==> src/rtl/cpu_pkg.sv <==
// Shared constants for the SAP-style control sequencer: opcodes, control-word
// bit positions, the idle control word and the sequencer state encoding.
package cpu_pkg;

  localparam int CTRL_W   = 15;
  localparam int OPCODE_W = 4;

  // Opcodes (IR[7:4]); 9..D are unassigned and behave as NOP
  localparam logic [OPCODE_W-1:0] OP_NOP = 4'h0;
  localparam logic [OPCODE_W-1:0] OP_LDA = 4'h1;
  localparam logic [OPCODE_W-1:0] OP_ADD = 4'h2;
  localparam logic [OPCODE_W-1:0] OP_SUB = 4'h3;
  localparam logic [OPCODE_W-1:0] OP_STA = 4'h4;
  localparam logic [OPCODE_W-1:0] OP_LDI = 4'h5;
  localparam logic [OPCODE_W-1:0] OP_JMP = 4'h6;
  localparam logic [OPCODE_W-1:0] OP_JC  = 4'h7;
  localparam logic [OPCODE_W-1:0] OP_JZ  = 4'h8;
  localparam logic [OPCODE_W-1:0] OP_OUT = 4'hE;
  localparam logic [OPCODE_W-1:0] OP_HLT = 4'hF;

  // Control word bit positions: {Cp,Ep,Lp,nLma,nLmd,nCE,nLr,nLi,nEi,nLa,Ea,sub,Eu,nLb,nLo}
  localparam int B_CP   = 14;
  localparam int B_EP   = 13;
  localparam int B_LP   = 12;
  localparam int B_NLMA = 11;
  localparam int B_NLMD = 10;
  localparam int B_NCE  = 9;
  localparam int B_NLR  = 8;
  localparam int B_NLI  = 7;
  localparam int B_NEI  = 6;
  localparam int B_NLA  = 5;
  localparam int B_EA   = 4;
  localparam int B_SUB  = 3;
  localparam int B_EU   = 2;
  localparam int B_NLB  = 1;
  localparam int B_NLO  = 0;

  // Every active-low strobe deasserted, every active-high strobe low
  localparam logic [CTRL_W-1:0] CTRL_IDLE = 15'h0FE3;

  // Sequencer states; T-states encode their own index so t_state is a slice.
  // Encodings 6,7 and 10..15 are illegal and fall back to PAUSE.
  localparam logic [3:0] ST_T0    = 4'd0;
  localparam logic [3:0] ST_T1    = 4'd1;
  localparam logic [3:0] ST_T2    = 4'd2;
  localparam logic [3:0] ST_T3    = 4'd3;
  localparam logic [3:0] ST_T4    = 4'd4;
  localparam logic [3:0] ST_T5    = 4'd5;
  localparam logic [3:0] ST_PAUSE = 4'd8;
  localparam logic [3:0] ST_HALT  = 4'd9;

  // Final T-state of each instruction (the step after which we return to T0/PAUSE)
  function automatic logic [2:0] last_t(input logic [OPCODE_W-1:0] op);
    case (op)
      OP_LDA:                 last_t = 3'd4;
      OP_ADD, OP_SUB, OP_STA: last_t = 3'd5;
      default:                last_t = 3'd3;
    endcase
  endfunction

endpackage

==> src/rtl/cpu_ucode_rom.sv <==
// Combinational microcode ROM: {t_state, opcode, cf, zf} -> control word.
// Holds no state; the caller gates the output to idle outside T0..T5.
module cpu_ucode_rom
  import cpu_pkg::*;
(
  input  logic [2:0]          t_state,
  input  logic [OPCODE_W-1:0] opcode,
  input  logic                cf,
  input  logic                zf,
  output logic [CTRL_W-1:0]   ctrl
);

  // Start from idle and flip only the strobes each step needs
  always_comb begin
    ctrl = CTRL_IDLE;
    case (t_state)
      3'd0: begin                      // PC -> MAR
        ctrl[B_EP]   = 1'b1;
        ctrl[B_NLMA] = 1'b0;
      end
      3'd1: ctrl[B_CP] = 1'b1;         // PC++
      3'd2: begin                      // RAM -> IR
        ctrl[B_NCE] = 1'b0;
        ctrl[B_NLI] = 1'b0;
      end
      3'd3: begin
        case (opcode)
          OP_LDA, OP_ADD, OP_SUB, OP_STA: begin  // operand address -> MAR
            ctrl[B_NEI]  = 1'b0;
            ctrl[B_NLMA] = 1'b0;
          end
          OP_LDI: begin
            ctrl[B_NEI] = 1'b0;
            ctrl[B_NLA] = 1'b0;
          end
          OP_JMP: begin
            ctrl[B_NEI] = 1'b0;
            ctrl[B_LP]  = 1'b1;
          end
          OP_JC: if (cf) begin
            ctrl[B_NEI] = 1'b0;
            ctrl[B_LP]  = 1'b1;
          end
          OP_JZ: if (zf) begin
            ctrl[B_NEI] = 1'b0;
            ctrl[B_LP]  = 1'b1;
          end
          OP_OUT: begin
            ctrl[B_EA]  = 1'b1;
            ctrl[B_NLO] = 1'b0;
          end
          default: ;                   // NOP, HLT, unassigned
        endcase
      end
      3'd4: begin
        case (opcode)
          OP_LDA: begin
            ctrl[B_NCE] = 1'b0;
            ctrl[B_NLA] = 1'b0;
          end
          OP_ADD, OP_SUB: begin
            ctrl[B_NCE] = 1'b0;
            ctrl[B_NLB] = 1'b0;
          end
          OP_STA: begin                // A -> MDR
            ctrl[B_EA]   = 1'b1;
            ctrl[B_NLMD] = 1'b0;
          end
          default: ;
        endcase
      end
      3'd5: begin
        case (opcode)
          OP_ADD: begin
            ctrl[B_EU]  = 1'b1;
            ctrl[B_NLA] = 1'b0;
          end
          OP_SUB: begin
            ctrl[B_EU]  = 1'b1;
            ctrl[B_SUB] = 1'b1;
            ctrl[B_NLA] = 1'b0;
          end
          OP_STA: ctrl[B_NLR] = 1'b0;  // MDR -> RAM
          default: ;
        endcase
      end
      default: ;
    endcase
  end

endmodule

==> src/rtl/cpu_control_sequencer.sv <==
// T-state sequencer for the SAP-style CPU: owns the state register, run/HALT
// handling and idle gating of the control word; decoding lives in cpu_ucode_rom.
module cpu_control_sequencer
  import cpu_pkg::*;
(
  input  logic                clk,
  input  logic                rst_n,
  input  logic                run,
  input  logic [OPCODE_W-1:0] opcode,
  input  logic                cf,
  input  logic                zf,
  output logic [CTRL_W-1:0]   ctrl,
  output logic [2:0]          t_state,
  output logic                halted
);

  logic [3:0]        state;
  logic [3:0]        state_nxt;
  logic              in_t;
  logic [CTRL_W-1:0] rom_ctrl;

  assign in_t    = (state <= ST_T5);
  assign t_state = in_t ? state[2:0] : 3'd0;
  assign halted  = (state == ST_HALT);

  cpu_ucode_rom u_rom (
    .t_state (t_state),
    .opcode  (opcode),
    .cf      (cf),
    .zf      (zf),
    .ctrl    (rom_ctrl)
  );

  // Reset gating is combinational so an aborted instruction drops its strobes at once
  always_comb begin
    ctrl = CTRL_IDLE;
    if (rst_n && in_t) ctrl = rom_ctrl;
  end

  // Next state: fetch is fixed, execute length comes from the opcode; run is
  // looked at only on an instruction boundary or while paused
  always_comb begin
    state_nxt = ST_PAUSE;
    case (state)
      ST_PAUSE: state_nxt = run ? ST_T0 : ST_PAUSE;
      ST_T0:    state_nxt = ST_T1;
      ST_T1:    state_nxt = ST_T2;
      ST_T2:    state_nxt = ST_T3;
      ST_T3, ST_T4, ST_T5: begin
        if (state == ST_T3 && opcode == OP_HLT)
          state_nxt = ST_HALT;
        else if (state[2:0] >= last_t(opcode))
          state_nxt = run ? ST_T0 : ST_PAUSE;
        else
          state_nxt = state + 4'd1;
      end
      ST_HALT:  state_nxt = ST_HALT;
      default:  state_nxt = ST_PAUSE;
    endcase
  end

  // State register
  always_ff @(posedge clk or negedge rst_n) begin
    if (!rst_n) state <= ST_PAUSE;
    else        state <= state_nxt;
  end

endmodule

==> config.mk <==
export PLATFORM = sky130hd
export DESIGN_NAME = cpu_control_sequencer
export DESIGN_NICKNAME = d
export VERILOG_FILES = /design/src/rtl/cpu_pkg.sv /design/src/rtl/cpu_ucode_rom.sv /design/src/rtl/cpu_control_sequencer.sv
export SDC_FILE = /design/constraint.sdc
export NUM_CORES = 1
export LEC_CHECK = 0
export CAP_MARGIN = 10
export CORE_ASPECT_RATIO = 1.1
export CORE_MARGIN = 3
export CORE_UTILIZATION = 40
export CTS_BUF_LIST = sky130_fd_sc_hd__clkbuf_16
export DETAILED_ROUTE_END_ITERATION = 8
export GPL_ROUTABILITY_DRIVEN = 0
export GPL_TIMING_DRIVEN = 0
export PLACE_DENSITY = 0.71
export SLEW_MARGIN = 20
export SYNTH_ARGS = -nofsm -noshare
export SYNTH_HDL_FRONTEND = slang
export SYNTH_HIERARCHICAL = 1
export SYNTH_SLANG_ARGS = --single-unit
==> constraint.sdc <==
create_clock -name clk -period 4.6 [get_ports clk]
set_clock_uncertainty 0.2 [all_clocks]
set_input_delay 0.92 -clock clk [delete_from_list [all_inputs] [get_ports clk]]
set_output_delay 0.92 -clock clk [all_outputs]
set_load 0.01 [all_outputs]
==> flow_summary.json <==
{
  "cts_buffers": 3,
  "worst_setup_path_end_kind": "output port",
  "fillers": 173,
  "reg2reg_to": "state[1]",
  "hold_path.startpoint": "state[3]",
  "synth-edff-count": 0,
  "antenna_found_initial": 0,
  "diodes": 0,
  "ys.warnings.count": 6,
  "start_util_pct": 44.8,
  "worstHoldPathCells": 3,
  "holdBufCountCts": 0,
  "min_path_type": "reg -> reg",
  "dpl.cell_count": 165,
  "crit_type": "reg -> out",
  "reg_top3": "state x4",
  "cts_htree_levels": 1,
  "syn_area_sq_um": 852,
  "slew_headroom_pct": 40.9,
  "ctsResizeCount": 0,
  "cp_max_fo": 8,
  "pwr-share-comb_pct": 12.0,
  "viasPerCell": 5.36,
  "cts_tree": "yes",
  "internal_power_uw": 160,
  "clock_latency_ns": 0.23,
  "rr_worst_depth": 6,
  "hold_slack_ns": 0.538,
  "fmax_mhz": 235,
  "hold_path_end": "state[3]",
  "worstSetupStartpointType": "flip-flop",
  "finalHoldViolations": 0,
  "num_rows": 16,
  "cts-root-buf": "clkbuf_16",
  "first_iter_violations": 14,
  "tns_ns": 0,
  "switching_share_pct": 20.3,
  "cts_sinks": 4,
  "switching_power_uw": 40.7,
  "rrSetupSlack_ns": 2.69,
  "clkTransAtPathRegs_ns": 0.03,
  "dpl.hpwl_um": 1670,
  "period_share_pct": 92.5,
  "stdcell_count": 169,
  "rsz0062_at_grt": "no",
  "drt_pass1_iterations": 4,
  "nNetsFinal": 160,
  "grt_pass1_vias": 828,
  "clock_power_share_pct": 70.3,
  "gr-usage-met2_pct": 28.0,
  "largest_register_ffs": 4,
  "synth_ff_type": "dfrtp_1",
  "drive_gt1_share_pct": 13.4,
  "power.density_nw_per_um2": 162,
  "worstPathArrival_ns": 3.13,
  "ioPinCount": 28,
  "grt_util_met1_pct": 23.9,
  "synth_seq_cells": 4,
  "drv_slew": 0,
  "reg2reg_from": "state[0]",
  "die_h_um": 54.4,
  "track_usage_pct": 18.0,
  "core_region_area_sq_um": 1900,
  "syn_inst": 111,
  "outcome": "complete, no violations",
  "portBuffers": 27,
  "pwr-share-seq_pct": 17.7,
  "ys_types": 42,
  "grt_overflow": 0,
  "cap_violations": 0,
  "seq_area_frac_synth_pct": 11.9,
  "drt.antenna.violating_nets": 0,
  "tightest_slew_ns": 0.879,
  "ir_worst_vdd_v": 0.000220,
  "wl_per_cell_um": 13.1,
  "die_area_sq_um": 2720,
  "syn_area_per_cell_sq_um": 7.68,
  "postCtsSetupBuffers": 0,
  "grt_pass1_wl_um": 3800,
  "synth_fp_nets": 128,
  "synthArstFlopShare_pct": 100,
  "top_register": "state",
  "leakage_nw": 0.529,
  "cp_data_required_time_ns": 3.48,
  "area_growth_pct": 44.9,
  "busiest_layer": "met2",
  "use_met3_pct": 4.36,
  "clk_path_buf_depth": 2,
  "drc": 0,
  "grt_max_degree": 12,
  "setup_viol": 0,
  "finalCriticalPeriod_ns": 4.25,
  "vias": 905,
  "wirelength_um": 2210,
  "die_width_um": 50.0
}
[cells in the final DEF, fill, tap and decap left out, types with 4 or more instances in the layout]
cell,count
nor2_1,9
o21ai_0,4
nand2_1,4
clkdlybuf4s50_1,27
nand3_1,4
nand2b_1,12
inv_1,5
and3_1,9
ha_1,8
a21oi_1,5
[area by class of cell]
class | count | area (sq um) | area share (%)
clock inverters | 1 | 3.75 | 0.304
clock buffers | 3 | 75.1 | 6.08
inverters | 4 | 15.0 | 1.22
plain buffers | 4 | 35.0 | 2.84
multi-input cells | 99 | 701 | 56.7
repair buffers | 27 | 270 | 21.9
well taps | 27 | 33.8 | 2.74
flip-flops and latches | 4 | 101 | 8.21
[worst max-delay path, cell delays in order (launching register included)]
cell and delay, ns:
dfrtp_1 0.43, inv_1 0.15, ha_1 0.28, nor3b_2 0.10, nor3_1 0.68, nor3b_2 0.15, mux2_4 0.31, a31oi_1 0.15
nand2b_1 0.12, clkdlybuf4s50_1 0.53
[worst max path at each step]
stage               startpoint      end  cells after the start
floorplan             state[1]  ctrl[5]                      8
detailed placement    state[1]  ctrl[5]                      9
global placement      state[1]  ctrl[5]                      9
global route          state[1]  ctrl[5]                      9
finish                state[1]  ctrl[5]                      9
CTS                   state[1]  ctrl[5]                      9
[layer usage]
| metal | part of all wire, % | up-vias |
|---|---|---|
| li1 | - | 461 |
| met1 | 49 | 411 |
| met2 | 45 | 31 |
| met3 | 5.3 | 2 |
| met4 | 0.68 | 0 |
| met5 | 0 | - |
[cell families (layout without fill, tap and decap cells)]
kind of cell / after synthesis / in the layout / synth area share [%]
simple gates: 69 / 69 / 51.8
compound gates: 17 / 17 / 12.8
mux: 1 / 1 / 1.76
fa+ha+maj: 8 / 8 / 11.7
buf+inv: 8 / 39 / 5.87
flops: 4 / 4 / 11.9
xor+xnor: 4 / 4 / 4.11
[synth_stat cells (2+ instances only)]
cell type	count	area (sq um)
nand2b_1	12	75.1
and3_1	9	56.3
nor2_1	9	33.8
ha_1	8	100
a21oi_1	5	25.0
inv_1	4	15.0
nand2_1	4	15.0
nand3_1	4	20.0
o21ai_0	4	20.0
dfrtp_1	3	75.1
nand3b_1	3	22.5
nor2b_1	3	18.8
nor3_1	3	15.0
xnor2_1	3	26.3
a21o_1	2	15.0
and2_1	2	12.5
and3b_1	2	17.5
buf_6	2	22.5
nand4_1	2	12.5
nand4b_1	2	17.5
nor2_2	2	12.5
nor3b_1	2	15.0
nor3b_2	2	25.0
[metrics by stage]
step	cell area (sq um)	total power [mW]	util, %	worst slack, ns
after floorplan	852	0.0462	-	1.24
after global placement	1160	0.0592	60.8	0.583
after detailed placement	1160	0.0597	60.8	0.583
after CTS	1230	0.203	64.9	0.323
after global routing	1230	0.213	64.9	0.186
final	1230	0.200	64.9	0.347
[power groups by stage]
| stage | clock [mW] | sequential, mW | combinational (mW) |
|---|---|---|---|
| floorplan | 0 | 0.0358 | 0.0103 |
| global placement | 0 | 0.0358 | 0.0234 |
| detailed placement | 0 | 0.0358 | 0.0238 |
| CTS | 0.144 | 0.0355 | 0.0239 |
| global route | 0.150 | 0.0354 | 0.0271 |
| finish | 0.141 | 0.0355 | 0.0240 |
No activity file was read; power rests on OpenSTA's default activity.
